===== config.mk =====
export PLATFORM = sky130hd
export DESIGN_NAME = pipe_stage_reg
export DESIGN_NICKNAME = d
export VERILOG_FILES = /design/src/rtl/cpu_pkg.sv /design/src/rtl/pipe_stage_slot.sv /design/src/rtl/pipe_stage_reg.sv
export SDC_FILE = /design/constraint.sdc
export NUM_CORES = 1
export LEC_CHECK = 0
export ABC_AREA = 1
export BUFFER_PORTS_ARGS = -buffer_cell sky130_fd_sc_hd__buf_2
export CAP_MARGIN = 20
export CORE_MARGIN = 2
export CORE_UTILIZATION = 40
export CTS_CLUSTER_SIZE = 12
export DETAILED_ROUTE_END_ITERATION = 8
export PLACE_DENSITY = 0.69
export SLEW_MARGIN = 0
export SYNTH_ARGS = -nofsm -noshare
export SYNTH_HDL_FRONTEND = slang
export SYNTH_SLANG_ARGS = --single-unit

===== constraint.sdc =====
create_clock -name clock -period 4.6 [get_ports clock]
set_input_delay 0.69 -clock clock [delete_from_list [all_inputs] [get_ports clock]]
set_output_delay 0.69 -clock clock [all_outputs]
set_load 0.005 [all_outputs]

===== src/rtl/cpu_pkg.sv =====
// cpu_pkg: shared types and constants for the CPU pipeline boundary registers.
//   pipe_stage_state_t : occupancy state of a pipe_stage_reg instance
//   PIPE_STALL_CNT_W   : width of the saturating stall counter
//   id_ex_data_t / id_ex_ctrl_t : typical ID/EX payloads; their $bits() set
//   the default DATA_W / CTRL_W of pipe_stage_reg.
package cpu_pkg;

  typedef enum logic [1:0] {
    EMPTY = 2'd0,
    FULL  = 2'd1,
    SKID  = 2'd2
  } pipe_stage_state_t;

  localparam int unsigned PIPE_STALL_CNT_W = 16;

  typedef struct packed {
    logic [31:0] pc;
    logic [31:0] operand;
  } id_ex_data_t;

  typedef struct packed {
    logic [4:0] rd;
    logic [3:0] alu_op;
    logic       mem_rd;
    logic       mem_wr;
    logic       reg_wr;
    logic [3:0] rsvd;
  } id_ex_ctrl_t;

  localparam int unsigned PIPE_DATA_W = $bits(id_ex_data_t);
  localparam int unsigned PIPE_CTRL_W = $bits(id_ex_ctrl_t);

  // Number of valid entries held in a given state.
  function automatic logic [1:0] pipe_occupancy(input pipe_stage_state_t s);
    case (s)
      EMPTY:   return 2'd0;
      FULL:    return 2'd1;
      SKID:    return 2'd2;
      default: return 2'd0;
    endcase
  endfunction

endpackage


===== src/rtl/pipe_stage_slot.sv =====
// pipe_stage_slot: one valid + payload register entry.
// Ports:
//   clock, reset_n         : rising-edge clock, async active-low reset
//   load                   : capture load_data/load_ctrl and set valid
//   drop                   : clear valid, keep payload
//   clear                  : flush; clear valid and ctrl, and data when
//                            CLEAR_DATA_ON_FLUSH is set (priority over load)
//   load_data, load_ctrl   : payload to capture
//   valid, data, ctrl      : registered entry contents
module pipe_stage_slot #(
  parameter int unsigned DATA_W              = 64,
  parameter int unsigned CTRL_W              = 16,
  parameter bit          CLEAR_DATA_ON_FLUSH = 1'b1
) (
  input  logic              clock,
  input  logic              reset_n,
  input  logic              load,
  input  logic              drop,
  input  logic              clear,
  input  logic [DATA_W-1:0] load_data,
  input  logic [CTRL_W-1:0] load_ctrl,
  output logic              valid,
  output logic [DATA_W-1:0] data,
  output logic [CTRL_W-1:0] ctrl
);

  always_ff @(posedge clock or negedge reset_n) begin
    if (!reset_n) begin
      valid <= 1'b0;
      data  <= '0;
      ctrl  <= '0;
    end else if (clear) begin
      valid <= 1'b0;
      ctrl  <= '0;
      if (CLEAR_DATA_ON_FLUSH) data <= '0;
    end else if (load) begin
      valid <= 1'b1;
      data  <= load_data;
      ctrl  <= load_ctrl;
    end else if (drop) begin
      valid <= 1'b0;
    end
  end

endmodule


===== src/rtl/pipe_stage_reg.sv =====
// pipe_stage_reg: parametrised pipeline boundary register with valid/ready
// handshake, flush-to-bubble and a saturating stall counter.
// Optional macro PIPE_STAGE_SKID_EN adds a skid entry: in_ready becomes a
// pure register output (no path from out_ready) and occupancy can reach 2.
// Ports:
//   clock, reset_n        : rising-edge clock, async active-low reset
//   in_valid/in_ready     : upstream handshake, in_data/in_ctrl payload
//   flush                 : kill held entries and any incoming beat
//   out_valid/out_ready   : downstream handshake, out_data/out_ctrl payload
//   occupancy             : number of valid entries (0..2)
//   stall_cnt             : saturating count of out_valid && !out_ready cycles
module pipe_stage_reg
  import cpu_pkg::*;
#(
  parameter int unsigned DATA_W              = PIPE_DATA_W,
  parameter int unsigned CTRL_W              = PIPE_CTRL_W,
  parameter bit          CLEAR_DATA_ON_FLUSH = 1'b1
) (
  input  logic                        clock,
  input  logic                        reset_n,
  input  logic                        in_valid,
  output logic                        in_ready,
  input  logic [DATA_W-1:0]           in_data,
  input  logic [CTRL_W-1:0]           in_ctrl,
  input  logic                        flush,
  output logic                        out_valid,
  input  logic                        out_ready,
  output logic [DATA_W-1:0]           out_data,
  output logic [CTRL_W-1:0]           out_ctrl,
  output logic [1:0]                  occupancy,
  output logic [PIPE_STALL_CNT_W-1:0] stall_cnt
);

  pipe_stage_state_t state, state_nxt;

  logic              in_xfer;
  logic              out_xfer;
  logic              main_valid;
  logic              main_load;
  logic              main_drop;
  logic [DATA_W-1:0] main_load_data;
  logic [CTRL_W-1:0] main_load_ctrl;

`ifdef PIPE_STAGE_SKID_EN
  logic              skid_valid;
  logic              skid_load;
  logic              skid_drop;
  logic [DATA_W-1:0] skid_data;
  logic [CTRL_W-1:0] skid_ctrl;
`endif

  assign in_xfer   = in_valid && in_ready;
  assign out_xfer  = main_valid && out_ready;
  assign out_valid = main_valid;

  // State register
  always_ff @(posedge clock or negedge reset_n) begin
    if (!reset_n) state <= EMPTY;
    else          state <= state_nxt;
  end

  // Next-state logic; flush overrides every transition
  always_comb begin
    state_nxt = state;
    if (flush) begin
      state_nxt = EMPTY;
    end else begin
      case (state)
        EMPTY: if (in_xfer) state_nxt = FULL;
        FULL: begin
          if (out_xfer && !in_xfer) state_nxt = EMPTY;
`ifdef PIPE_STAGE_SKID_EN
          else if (in_xfer && !out_xfer) state_nxt = SKID;
`endif
        end
`ifdef PIPE_STAGE_SKID_EN
        SKID: if (out_xfer) state_nxt = FULL;
`endif
        default: state_nxt = EMPTY;
      endcase
    end
  end

  // Output logic: ready and occupancy decoded from the state register
  always_comb begin
`ifdef PIPE_STAGE_SKID_EN
    in_ready = reset_n && (state != SKID);
`else
    in_ready = reset_n && ((state == EMPTY) || out_ready);
`endif
    occupancy = pipe_occupancy(state);
  end

  // Entry controls. In SKID the main entry refills from the skid entry so
  // the older beat always leaves first.
  always_comb begin
    main_load      = in_xfer && ((state == EMPTY) || ((state == FULL) && out_xfer));
    main_drop      = (state == FULL) && out_xfer && !in_xfer;
    main_load_data = in_data;
    main_load_ctrl = in_ctrl;
`ifdef PIPE_STAGE_SKID_EN
    skid_load = (state == FULL) && in_xfer && !out_xfer;
    skid_drop = (state == SKID) && out_xfer;
    if (state == SKID) begin
      main_load      = out_xfer;
      main_load_data = skid_data;
      main_load_ctrl = skid_ctrl;
    end
`endif
  end

  pipe_stage_slot #(
    .DATA_W              (DATA_W),
    .CTRL_W              (CTRL_W),
    .CLEAR_DATA_ON_FLUSH (CLEAR_DATA_ON_FLUSH)
  ) u_main (
    .clock     (clock),
    .reset_n   (reset_n),
    .load      (main_load),
    .drop      (main_drop),
    .clear     (flush),
    .load_data (main_load_data),
    .load_ctrl (main_load_ctrl),
    .valid     (main_valid),
    .data      (out_data),
    .ctrl      (out_ctrl)
  );

`ifdef PIPE_STAGE_SKID_EN
  pipe_stage_slot #(
    .DATA_W              (DATA_W),
    .CTRL_W              (CTRL_W),
    .CLEAR_DATA_ON_FLUSH (CLEAR_DATA_ON_FLUSH)
  ) u_skid (
    .clock     (clock),
    .reset_n   (reset_n),
    .load      (skid_load),
    .drop      (skid_drop),
    .clear     (flush),
    .load_data (in_data),
    .load_ctrl (in_ctrl),
    .valid     (skid_valid),
    .data      (skid_data),
    .ctrl      (skid_ctrl)
  );
`endif

  // Stall instrumentation; only reset clears it
  always_ff @(posedge clock or negedge reset_n) begin
    if (!reset_n) begin
      stall_cnt <= '0;
    end else if (main_valid && !out_ready && (stall_cnt != '1)) begin
      stall_cnt <= stall_cnt + 1'b1;
    end
  end

endmodule

== Word-level counts from Yosys, hierarchy flattened ==
Cells that the tools add are included.
W data, S select, Z words.
Word-level totals
  input bits: 85
  register bits: 99
  output and inout bits: 100
  logic and storage cells: 40
Cells by class
  add/sub/neg operators: 1
  muxes and demuxes: 12
  reduce and logical (&&, ||, !) cells: 17
  equality and inequality tests: 5
Operators with widths (count)
  $mux W64: 2
  $mux W16: 2
  $add A16 B1 Y16 const B: 1
  $ne A16 B16 Y1 const B: 1
  $logic_and A1 B1 Y1: 9
  $pmux W2 S2: 2
  $mux W2: 3
  $ne A3 B3 Y1 const B: 2
  $mux W1: 3
  $reduce_bool A3 Y1: 1
  $eq A2 B1 Y1 const B: 1
  $eq A2 B2 Y1 const B: 1
  $logic_not A1 Y1: 2
  $logic_not A2 Y1: 1
  $logic_or A1 B1 Y1: 2
  $reduce_and A2 Y1: 1
  $reduce_bool A2 Y1: 1

== Longest topological paths before layout ==
  word-level depth: 9
  depth in mapped cells: 9
  gate-level depth less buffers: 9

== By module ==
Synthesis repeated with hierarchy kept, for this count alone.
Unflattened totals
  cell total of the unflattened synthesis: 507
  area total of the unflattened synthesis: 4324.1 µm²
By module, submodules not included
  pipe_stage_slot: area an instance 3223.1 µm², sequential area each 2026.9 µm², cells an instance 352, times used 1
  pipe_stage_reg: area an instance 1101.1 µm², sequential area each 425.4 µm², cells an instance 155, times used 1

== Least setup slack after synthesis ==
Ideal clock, no wire load.
  path type: in2reg
  from: input port out_ready
  to: register u_main.ctrl[0]
  buffers on the path: 1
  data arrival time: 1501 ps
  cell stages on the path: 7
  data required time: 4483 ps
  slack: 2982 ps
  library setup time: 117 ps
  cell sequence: o21a_2 nand2_2 nor2_4 nor2_8 buf_6 nand2_1 nand2_1
On the way
  cells in the longest elaborated chain, start to end: 5
  elaborated cells between the ends (all ways): 8
  classes of those cells: reduce/logical (8)
Ends and longest elaborated chain
  start: declaration: line pipe_stage_reg.sv:27  | input logic out_ready,
  $logic_or A1 B1 Y1 or $logic_and A1 B1 Y1 (tied branches): line pipe_stage_reg.sv:89, pipe_stage_reg.sv:53
  $logic_and A1 B1 Y1, on equally long branches: line pipe_stage_reg.sv:89, pipe_stage_reg.sv:97
  $logic_and A1 B1 Y1 or $logic_or A1 B1 Y1 (tied branches): line pipe_stage_reg.sv:52, pipe_stage_reg.sv:97
  $logic_and A1 B1 Y1 *: line pipe_stage_reg.sv:97  | main_load = in_xfer && ((state == EMPTY) || ((state == FULL) && out_xfer));
  $reduce_bool A2 Y1 (no line) *
  end signal: assignment: line pipe_stage_slot.sv:39  | ctrl <= load_ctrl;
  end: declaration: line pipe_stage_slot.sv:24  | output logic [CTRL_W-1:0] ctrl
Every way passes the cells marked *; elsewhere a longest branch is shown, timed or not.
A chain may end at the register's enable or synchronous reset.

== Worst setup path after layout ==
  from: input port reset_n
  to: register u_main.ctrl[14]
On the way
  cells in the longest elaborated chain, start to end: 4
Ends and longest elaborated chain
  start: declaration: line pipe_stage_reg.sv:20  | input logic reset_n,
  $logic_and A1 B1 Y1: line pipe_stage_reg.sv:89  | in_ready = reset_n && ((state == EMPTY) || out_ready);
  $logic_and A1 B1 Y1: line pipe_stage_reg.sv:52  | assign in_xfer = in_valid && in_ready;
  $logic_and A1 B1 Y1: line pipe_stage_reg.sv:97
  $reduce_bool A2 Y1 (no line)
No other way between the ends.

==> flow_metrics.py <==
metrics = {
    "placement": {
        "finalWeightedCongestion": 0.795,
        "port_buffers": 183,
        "post-place-ws_ns": 1.80,
        "dp_hpwl_um": 7450,
        "placed_cells": 804,
    },
    "final_layout": {
        "stdcell_count": 820,
        "fillers": 1062,
        "seq_area_mm2": 0.00245,
        "multi_input_area_mm2": 0.00160,
        "areaGrowthSynthToFinish_pct": 25.0,
        "diodes": 0,
        "finalNetCount": 761,
        "drive_above_1_share_pct": 31.2,
    },
    "timing": {
        "fin_skew_ns": 0.00845,
        "final-max-slew-violation-count": 0,
        "rsz0062_at_grt": "no",
        "period_share_pct": 51.3,
        "setup_viol": 0,
        "final_hold_viol_count": 0,
        "slew_headroom_pct": 31.5,
        "min_period_ns": 2.36,
        "worst_slew_pin_slew_ns": 1.03,
        "tns_ns": 0,
        "worst_slack_ns": 2.24,
        "fmax_ghz": 0.424,
    },
    "clock_tree": {
        "hold_buffers": 0,
        "cts_made_buffers": 9,
        "clk_pin_slew_ns": 0.09,
        "cts_num_sinks": 98,
        "cts-resized-gates": 0,
        "cts_root_buffer": "clkbuf_8",
        "ctsHtreeMaxLevel": 3,
        "insertion_delay_ns": 0.36,
        "postCtsSetupBuffers": 0,
        "cts_tree": "built",
        "clockBufferDepth": 2,
    },
    "setup_path": {
        "rrSetupSlack_ns": 2.66,
        "r2r-start": "state[0]",
        "required_ns": 4.90,
        "arrival_ns": 2.66,
        "crit_path_start_kind": "input pin",
        "rr_worst_depth": 7,
        "crit_fanout": 81,
        "path_class": "in -> reg",
        "endpoint_kind": "flop",
        "reg2reg_to": "u_main.ctrl[14]",
    },
    "pwr": {
        "max-vdd-ir-drop_v": 0.000252,
        "pwr-share-clk_pct": 32.2,
        "p_int_w": 0.00128,
        "total_power_w": 0.00176,
        "netSwitchingFraction_pct": 27.5,
        "seq_power_share_pct": 54.2,
        "p_comb_share_pct": 13.6,
        "power_density_mw_per_mm2": 324,
        "leakagePower_nw": 3.22,
        "power.switching_w": 0.000484,
    },
    "logic_synthesis": {
        "synth.largest_area_cell": "dfrtp_1",
        "syn_avg_cell_area_um2": 8.61,
        "synth_cells": 505,
        "ys_warn_count": 0,
        "synth_common_cells": "230 x nand2_1, 98 x dfrtp_1, 86 x nand3_1",
        "seq_area_frac_synth_pct": 56.4,
        "ys_top_cells_by_area": "dfrtp_1 56%, nand2_1 20%, nand3_1 9.9%",
        "synthArstFlopShare_pct": 100,
        "netlist_area_mm2": 0.00435,
        "yosys.area.top_type_share_pct": 56.4,
        "synth_edf_count": 0,
        "synth_cell_type_count": 23,
        "synth_fp_nets": 591,
        "post-synth-top-count-cell": "nand2_1",
        "synth-main-ff-cell": "dfrtp_1",
        "synth-seq-cells": 98,
    },
    "die": {
        "fp-row-count": 38,
        "initial_core_util_pct": 40.6,
        "ios": 185,
        "dieArea_mm2": 0.0117,
        "dieWidth_um": 108,
        "fp.coreArea_mm2": 0.0107,
        "die_h_um": 108,
    },
    "grt": {
        "grt_pass1_wl_um": 18000,
        "grt.total_usage_pct": 19.4,
        "grt_pass1_vias": 3858,
        "overflow": 0,
        "grt_max_degree": 82,
        "antenna_found_initial": 0,
    },
    "run": {
        "cap_violations": 0,
    },
    "routing": {
        "detail_route.iter0.violations": 194,
        "drc": 0,
        "wire_per_inst_um": 13.2,
        "drt.antenna.violating_nets": 0,
        "vias_per_cell": 4.82,
        "vias": 3953,
        "firstDrtPassIters": 4,
        "wl_um": 10800,
    },
    "worst_hold_path": {
        "holdCritPathClass": "in -> async",
    },
    "run_status": {
        "status": "completed",
    },
}
cell usage in the layout (no fill, tap or decap), drive strengths merged:
master and count:
inv 15, ha 1, dfrtp 98, o21a 1, clkinvlp 3, nand4 7, bufinv 1, o21ai 6
clkbuf 10, xnor2 7, conb 1, clkinv 2, buf 186, a21oi 2, nand2 232, nand3 87
nor2 21
through the flow:
| stage | area (um^2) | utilization (%) | hold WS, ns |
|---|---|---|---|
| after floorplan | 4350 | - | 0.394 |
| after global placement | 5230 | 48.9 | 0.447 |
| after detailed placement | 5230 | 48.9 | 0.457 |
| after CTS | 5430 | 50.8 | 0.326 |
| after global routing | 5430 | 50.8 | 0.345 |
| final | 5430 | 50.8 | 0.313 |
layer usage:
metal | routed length (um) | up-vias | track usage [%]
met5 | 0 | - | 0
met4 | 208 | 0 | 8.33
met3 | 640 | 17 | 3.74
met2 | 5240 | 114 | 32.4
met1 | 4740 | 1882 | 24.6
li1 | - | 1940 | -
area by class of cell:
type                       count  share of cell area, %
tap                          140                   3.23
clock inverter                 6                   1.22
sequential                    98                   45.2
clock buffer                  10                   2.53
timing repair buffer         186                   17.3
inverter                      15                   1.04
multi-input combinational    365                   29.5
power by group through the flow:
stage                     clock network, W  logic [W]  registers (W)
after floorplan                          0   0.000124       0.000974
after detailed placement                 0   0.000245       0.000972
after global placement                   0   0.000237       0.000970
after global routing              0.000620   0.000274       0.000963
final                             0.000568   0.000239       0.000955
after CTS                         0.000587   0.000245       0.000956
how the worst max path moves through the flow:
stage / startpoint / end / slack (ns) / cells past startpoint
finish: reset_n / u_main.ctrl[14] / 2.24 / 7
global route: reset_n / u_main.data[30] / 1.99 / 7
CTS: reset_n / u_main.data[30] / 2.19 / 7
detailed placement: reset_n / u_main.data[30] / 1.80 / 7
global placement: reset_n / u_main.data[30] / 1.93 / 7
floorplan: out_ready / u_main.ctrl[0] / 2.98 / 7
logic make-up after synthesis:
family	count (synthesis)	synth area share (%)
flops	98	56.4
compound gates	9	1.38
xor+xnor	7	1.41
other cells	1	0.0863
simple gates	347	33.7
fa+ha+maj	1	0.288
buf+inv	42	6.71
state kept, by name, summed over array words and instances, names as in the netlist:
signal / flops
u_main.data: 64
u_main.ctrl: 16
state: 1
u_main.valid: 1
stall_cnt: 16
worst max-delay path, stage by stage:
cell and delay [ns]:
buf_4 0.46, o21a_2 0.25, nand2_2 0.08, nor2_4 0.15, buf_4 0.67, nand3_1 0.16
nand2_1 0.12
No activity file was read; power rests on OpenSTA's default activity.
